===== config.mk =====
export PLATFORM = sky130hd
export DESIGN_NAME = alu_cmd_sequencer
export DESIGN_NICKNAME = d
export VERILOG_FILES = /design/src/rtl/alu_cmd_sequencer_pkg.sv /design/src/rtl/alu_cmd_sequencer.sv
export SDC_FILE = /design/constraint.sdc
export NUM_CORES = 1
export LEC_CHECK = 0
export ABC_AREA = 1
export BUFFER_PORTS_ARGS = -buffer_cell sky130_fd_sc_hd__buf_4
export CAP_MARGIN = 20
export CORE_MARGIN = 2
export CORE_UTILIZATION = 44
export DETAILED_ROUTE_END_ITERATION = 7
export GPL_ROUTABILITY_DRIVEN = 1
export HOLD_SLACK_MARGIN = 0.08
export PLACE_DENSITY = 0.77
export SLEW_MARGIN = 10
export SYNTH_ARGS = -nofsm -noshare
export SYNTH_HDL_FRONTEND = slang
export SYNTH_SLANG_ARGS = --single-unit

===== constraint.sdc =====
create_clock -name clk -period 3.06 [get_ports clk]
set_input_delay 0.612 -clock clk [delete_from_list [all_inputs] [get_ports clk]]
set_output_delay 0.612 -clock clk [all_outputs]
set_load 0.03 [all_outputs]

===== src/rtl/alu_cmd_sequencer_pkg.sv =====
// Shared ALU op encoding and sequencer state encoding used by the
// command sequencer and its neighbours in the parent.
package alu_cmd_sequencer_pkg;

  localparam logic [4:0] A_NOP    = 5'h00;
  localparam logic [4:0] A_ADD    = 5'h01;
  localparam logic [4:0] A_SUB    = 5'h02;
  localparam logic [4:0] A_AND    = 5'h03;
  localparam logic [4:0] A_OR     = 5'h04;
  localparam logic [4:0] A_XOR    = 5'h05;
  localparam logic [4:0] A_NOR    = 5'h06;
  localparam logic [4:0] A_MAX_OP = A_NOR;

  typedef enum logic [1:0] {
    IDLE  = 2'd0,
    ISSUE = 2'd1,
    DONE  = 2'd2
  } seq_state_t;

endpackage


===== src/rtl/alu_cmd_sequencer.sv =====
// Command sequencer: owns the accumulator and repeatedly issues acc = acc op data
// to an external combinational ALU, then returns the result over valid/ready.
module alu_cmd_sequencer
  import alu_cmd_sequencer_pkg::*;
#(
  parameter int DATA_W  = 32,
  parameter int CNT_W   = 8,
  parameter int ISSUE_W = 16
) (
  input  logic              clk,
  input  logic              rst,
  input  logic              cmd_valid,
  output logic              cmd_ready,
  input  logic              cmd_load,
  input  logic [4:0]        cmd_op,
  input  logic [DATA_W-1:0] cmd_data,
  input  logic [CNT_W-1:0]  cmd_cnt,
  output logic [DATA_W-1:0] alu_a,
  output logic [DATA_W-1:0] alu_b,
  output logic [4:0]        alu_op,
  input  logic [DATA_W-1:0] alu_res,
  output logic              rsp_valid,
  input  logic              rsp_ready,
  output logic [DATA_W-1:0] rsp_data,
  output logic              rsp_zero,
  output logic              rsp_err,
  output logic              busy,
  output logic [ISSUE_W-1:0] issue_count
);

  seq_state_t        state;
  logic [DATA_W-1:0] acc;
  logic [DATA_W-1:0] operand;
  logic [4:0]        op;
  logic [CNT_W-1:0]  remaining;
  logic              err;

  always_ff @(posedge clk or posedge rst) begin
    if (rst) begin
      state       <= IDLE;
      acc         <= '0;
      operand     <= '0;
      op          <= A_NOP;
      remaining   <= '0;
      err         <= 1'b0;
      issue_count <= '0;
    end else begin
      case (state)
        IDLE: begin
          if (cmd_valid) begin
            op        <= cmd_op;
            operand   <= cmd_data;
            remaining <= cmd_cnt;
            if (cmd_load) begin
              acc   <= cmd_data;
              err   <= 1'b0;
              state <= DONE;
            end else if (cmd_op > A_MAX_OP) begin
              err   <= 1'b1;
              state <= DONE;
            end else if (cmd_cnt == '0) begin
              err   <= 1'b0;
              state <= DONE;
            end else begin
              err   <= 1'b0;
              state <= ISSUE;
            end
          end
        end
        ISSUE: begin
          acc         <= alu_res;
          remaining   <= remaining - 1'b1;
          issue_count <= issue_count + 1'b1;
          if (remaining == CNT_W'(1)) state <= DONE;
        end
        DONE: begin
          if (rsp_ready) state <= IDLE;
        end
        default: state <= IDLE;
      endcase
    end
  end

  // Outputs decode only registered state, so they follow an async reset immediately
  // and the ALU sees A_NOP with zero operands whenever nothing is being issued.
  assign cmd_ready = (state == IDLE);
  assign busy      = (state != IDLE);
  assign alu_a     = (state == ISSUE) ? acc     : '0;
  assign alu_b     = (state == ISSUE) ? operand : '0;
  assign alu_op    = (state == ISSUE) ? op      : A_NOP;
  assign rsp_valid = (state == DONE);
  assign rsp_data  = (state == DONE) ? acc : '0;
  assign rsp_zero  = (state == DONE) && (acc == '0);
  assign rsp_err   = (state == DONE) && err;

endmodule

==> flow_summary.ini <==
[status]
status = completed

[timing]
setup_ws_ns = 0.5597
period_needed_ns = 2.500
max_freq_ghz = 0.4000
skew_ns = 0.006692
maxSlewViolCount = 0
setup_viol = 0
fin_crit_sh_pct = 81.71
rsz0062_at_grt = no
timing.hold.ws_ns = 0.3264
hold_violations = 0
tightest_slew_ns = 0.6182
slew_headroom_pct = 58.69
setup-tns-final_ns = 0

[detailed_routing]
drc = 0
drtAntennaViolNets = 0
drt-total-wl_um = 14850
vias = 5215
drt_first_pass_iters = 6
wl_per_cell_um = 13.65
drt_iter0_markers = 428
via_per_inst = 4.793

[power]
internal_power_mw = 3.219
p_switching_mw = 2.567
p_leak_nw = 3.813
p_per_area_nw_per_um2 = 814.2
p_seq_share_pct = 35.2
vdd_ir_drop_max_mv = 0.4807
p_comb_share_pct = 47.2
clkPwrFrac_pct = 17.6
p_sw_share_pct = 44.36

[synth]
syn-instance-count = 748
async_flop_share_pct = 100.0
synth_area_per_cell_um2 = 6.907
synth.distinct_cells = 25
synth-main-ff-cell = dfrtp_1
ys.warnings.count = 0
synthesis.nets = 833
synth_area_leaders = dfrtp_1 (47%), nand2_1 (15%), nor2_1 (10%), o21ai_0 (9.3%), inv_1 (8.4%)
ys_ff_latch = 96
synth_edf_count = 0
yosysSeqAreaShare_pct = 46.50
synth_top_area_share_pct = 46.50
yosys.area.top_type = dfrtp_1
syn_area_um2 = 5166

[cts]
numCtsBuffers = 9
clockRootBuffer = clkbuf_16
insertion_delay_ns = 0.34
clk_pin_slew_ns = 0.07
cts_tree = done
htree_levels = 3
clk_path_buf_depth = 2
cts_resized = 0
post_cts_buffers = 0
cts.sinks = 96
ctsHoldBuffers = 0

[cells_and_area]
antennaDiodeCount = 0
layout.cells.non_filler = 1088
area_growth_pct = 37.56
fin_area_um2 = 7107
final_cell_mix = buf_4 (214), nand2_1 (208), nor2_1 (142), inv_1 (114)
mostFrequentLayoutCell = buf_4
drive_above_1_share_pct = 25.19
nets = 1025

[setup_path]
startpoint_type = flop
crit_arrival_ns = 1.89
cp.required_ns = 2.45
path_cells = inv_1 -> nand2_4 -> buf_4 -> nor2_1 -> buf_4
critPathMaxStageDelay_ns = 0.47
crit_type = reg -> out
end_kind = output port
crit_top_cell = buf_4
slowest_stage = dfrtp_1
path_max_fanout = 37

[global_route]
grt_pass1_wl_um = 23960
grt_pass1_vias = 4794
antenna_found_initial = 0
grt_max_degree = 65
grt.total_usage_pct = 23.62
grt_overflow = 0

[floorplan]
coreArea_um2 = 11420
ioPinCount = 204
initial_core_util_pct = 45.24
dieWidth_um = 112.4
row_count = 39
die-area_um2 = 12620
die-height_um = 112.4

[placed_design]
dp_cells = 1072
numPortBuffers = 203
dpl_worst_slack_ns = 0.8955
place_congestion = 0.8837
place_area_um2 = 6842
dp_hpwl_um = 11090

[flow_run]
drv_cap = 0

[hold_path]
hold_path.class = in -> async
[power by group through the flow]
stage                     sequential (mW)  clock, mW  combinational (mW)
after floorplan                      2.03          0                1.80
after global placement               2.03          0                2.70
after detailed placement             2.05          0                2.73
after CTS                            2.03       1.04                2.74
after global routing                 2.09       1.10                3.03
final                                2.04       1.02                2.73
[metrics by stage]
| stage | power [mW] | utilization (%) |
|---|---|---|
| floorplan | 3.831 | - |
| global placement | 4.728 | 59.92 |
| detailed placement | 4.785 | 59.92 |
| CTS | 5.814 | 62.24 |
| global route | 6.228 | 62.24 |
| finish | 5.787 | 62.24 |
[final timing paths]
path                              from           to  slack [ns]  cells past startpoint
setup / recovery              state[1]    alu_a[13]        0.56                      5
hold / removal                     rst  operand[17]        0.33                      2
setup reg to reg              state[1]       acc[9]        1.02                      8
hold reg to reg            operand[18]  operand[18]        0.49                      2
max in group asynchronous          rst  operand[21]        1.95                      3
min in group clk           operand[18]  operand[18]        0.49                      2
[logic make-up after synthesis]
logic type | synth area share, %
buffers and inverters | 11.31
adder cells (fa/ha/maj) | 0.7266
AO/OA/AOI/OAI | 10.70
XOR/XNOR | 1.865
flip-flops | 46.50
AND/OR/NAND/NOR | 28.89
[synth_stat cells, drive strengths merged (2+ instances only)]
master / n
o211ai: 2
buf: 17
nand4: 7
nand3: 16
dfrtp: 96
ha: 3
clkbuf: 17
xnor2: 4
nor4: 3
xor2: 7
o21ai: 98
a21oi: 4
inv: 116
nor2: 144
nand2: 211
[metal layers]
layer  routed length [um]  track usage (%)  vias up
li1                     -                -     2645
met1                 6673            32.41     2359
met2                 6926            37.75      187
met3                  916            4.320       24
met4                  332            8.618        0
met5                    0                0        -
[flip-flops by register name, indices dropped and copies added, names as in the netlist]
signal and cells:
issue_count 16, err 1, op 5, remaining 8, state 2, acc 32
operand 32
[worst max-delay path, delay by kind of cell (launching register included)]
family / cells / cell delay, ns
buffers and inverters: 3 / 0.71
DFF: 1 / 0.47
and+or+nand+nor: 2 / 0.34
[layout make-up]
class,instances,area [um2]
flip-flops and latches,96,2402
inverters,116,439.2
clock buffers,10,229.0
fillers,1076,4312
repair buffers,215,1627
multi-input cells,502,2195
well taps,143,178.9
clock inverters,6,36.28
(Power assumes the default switching activity.)
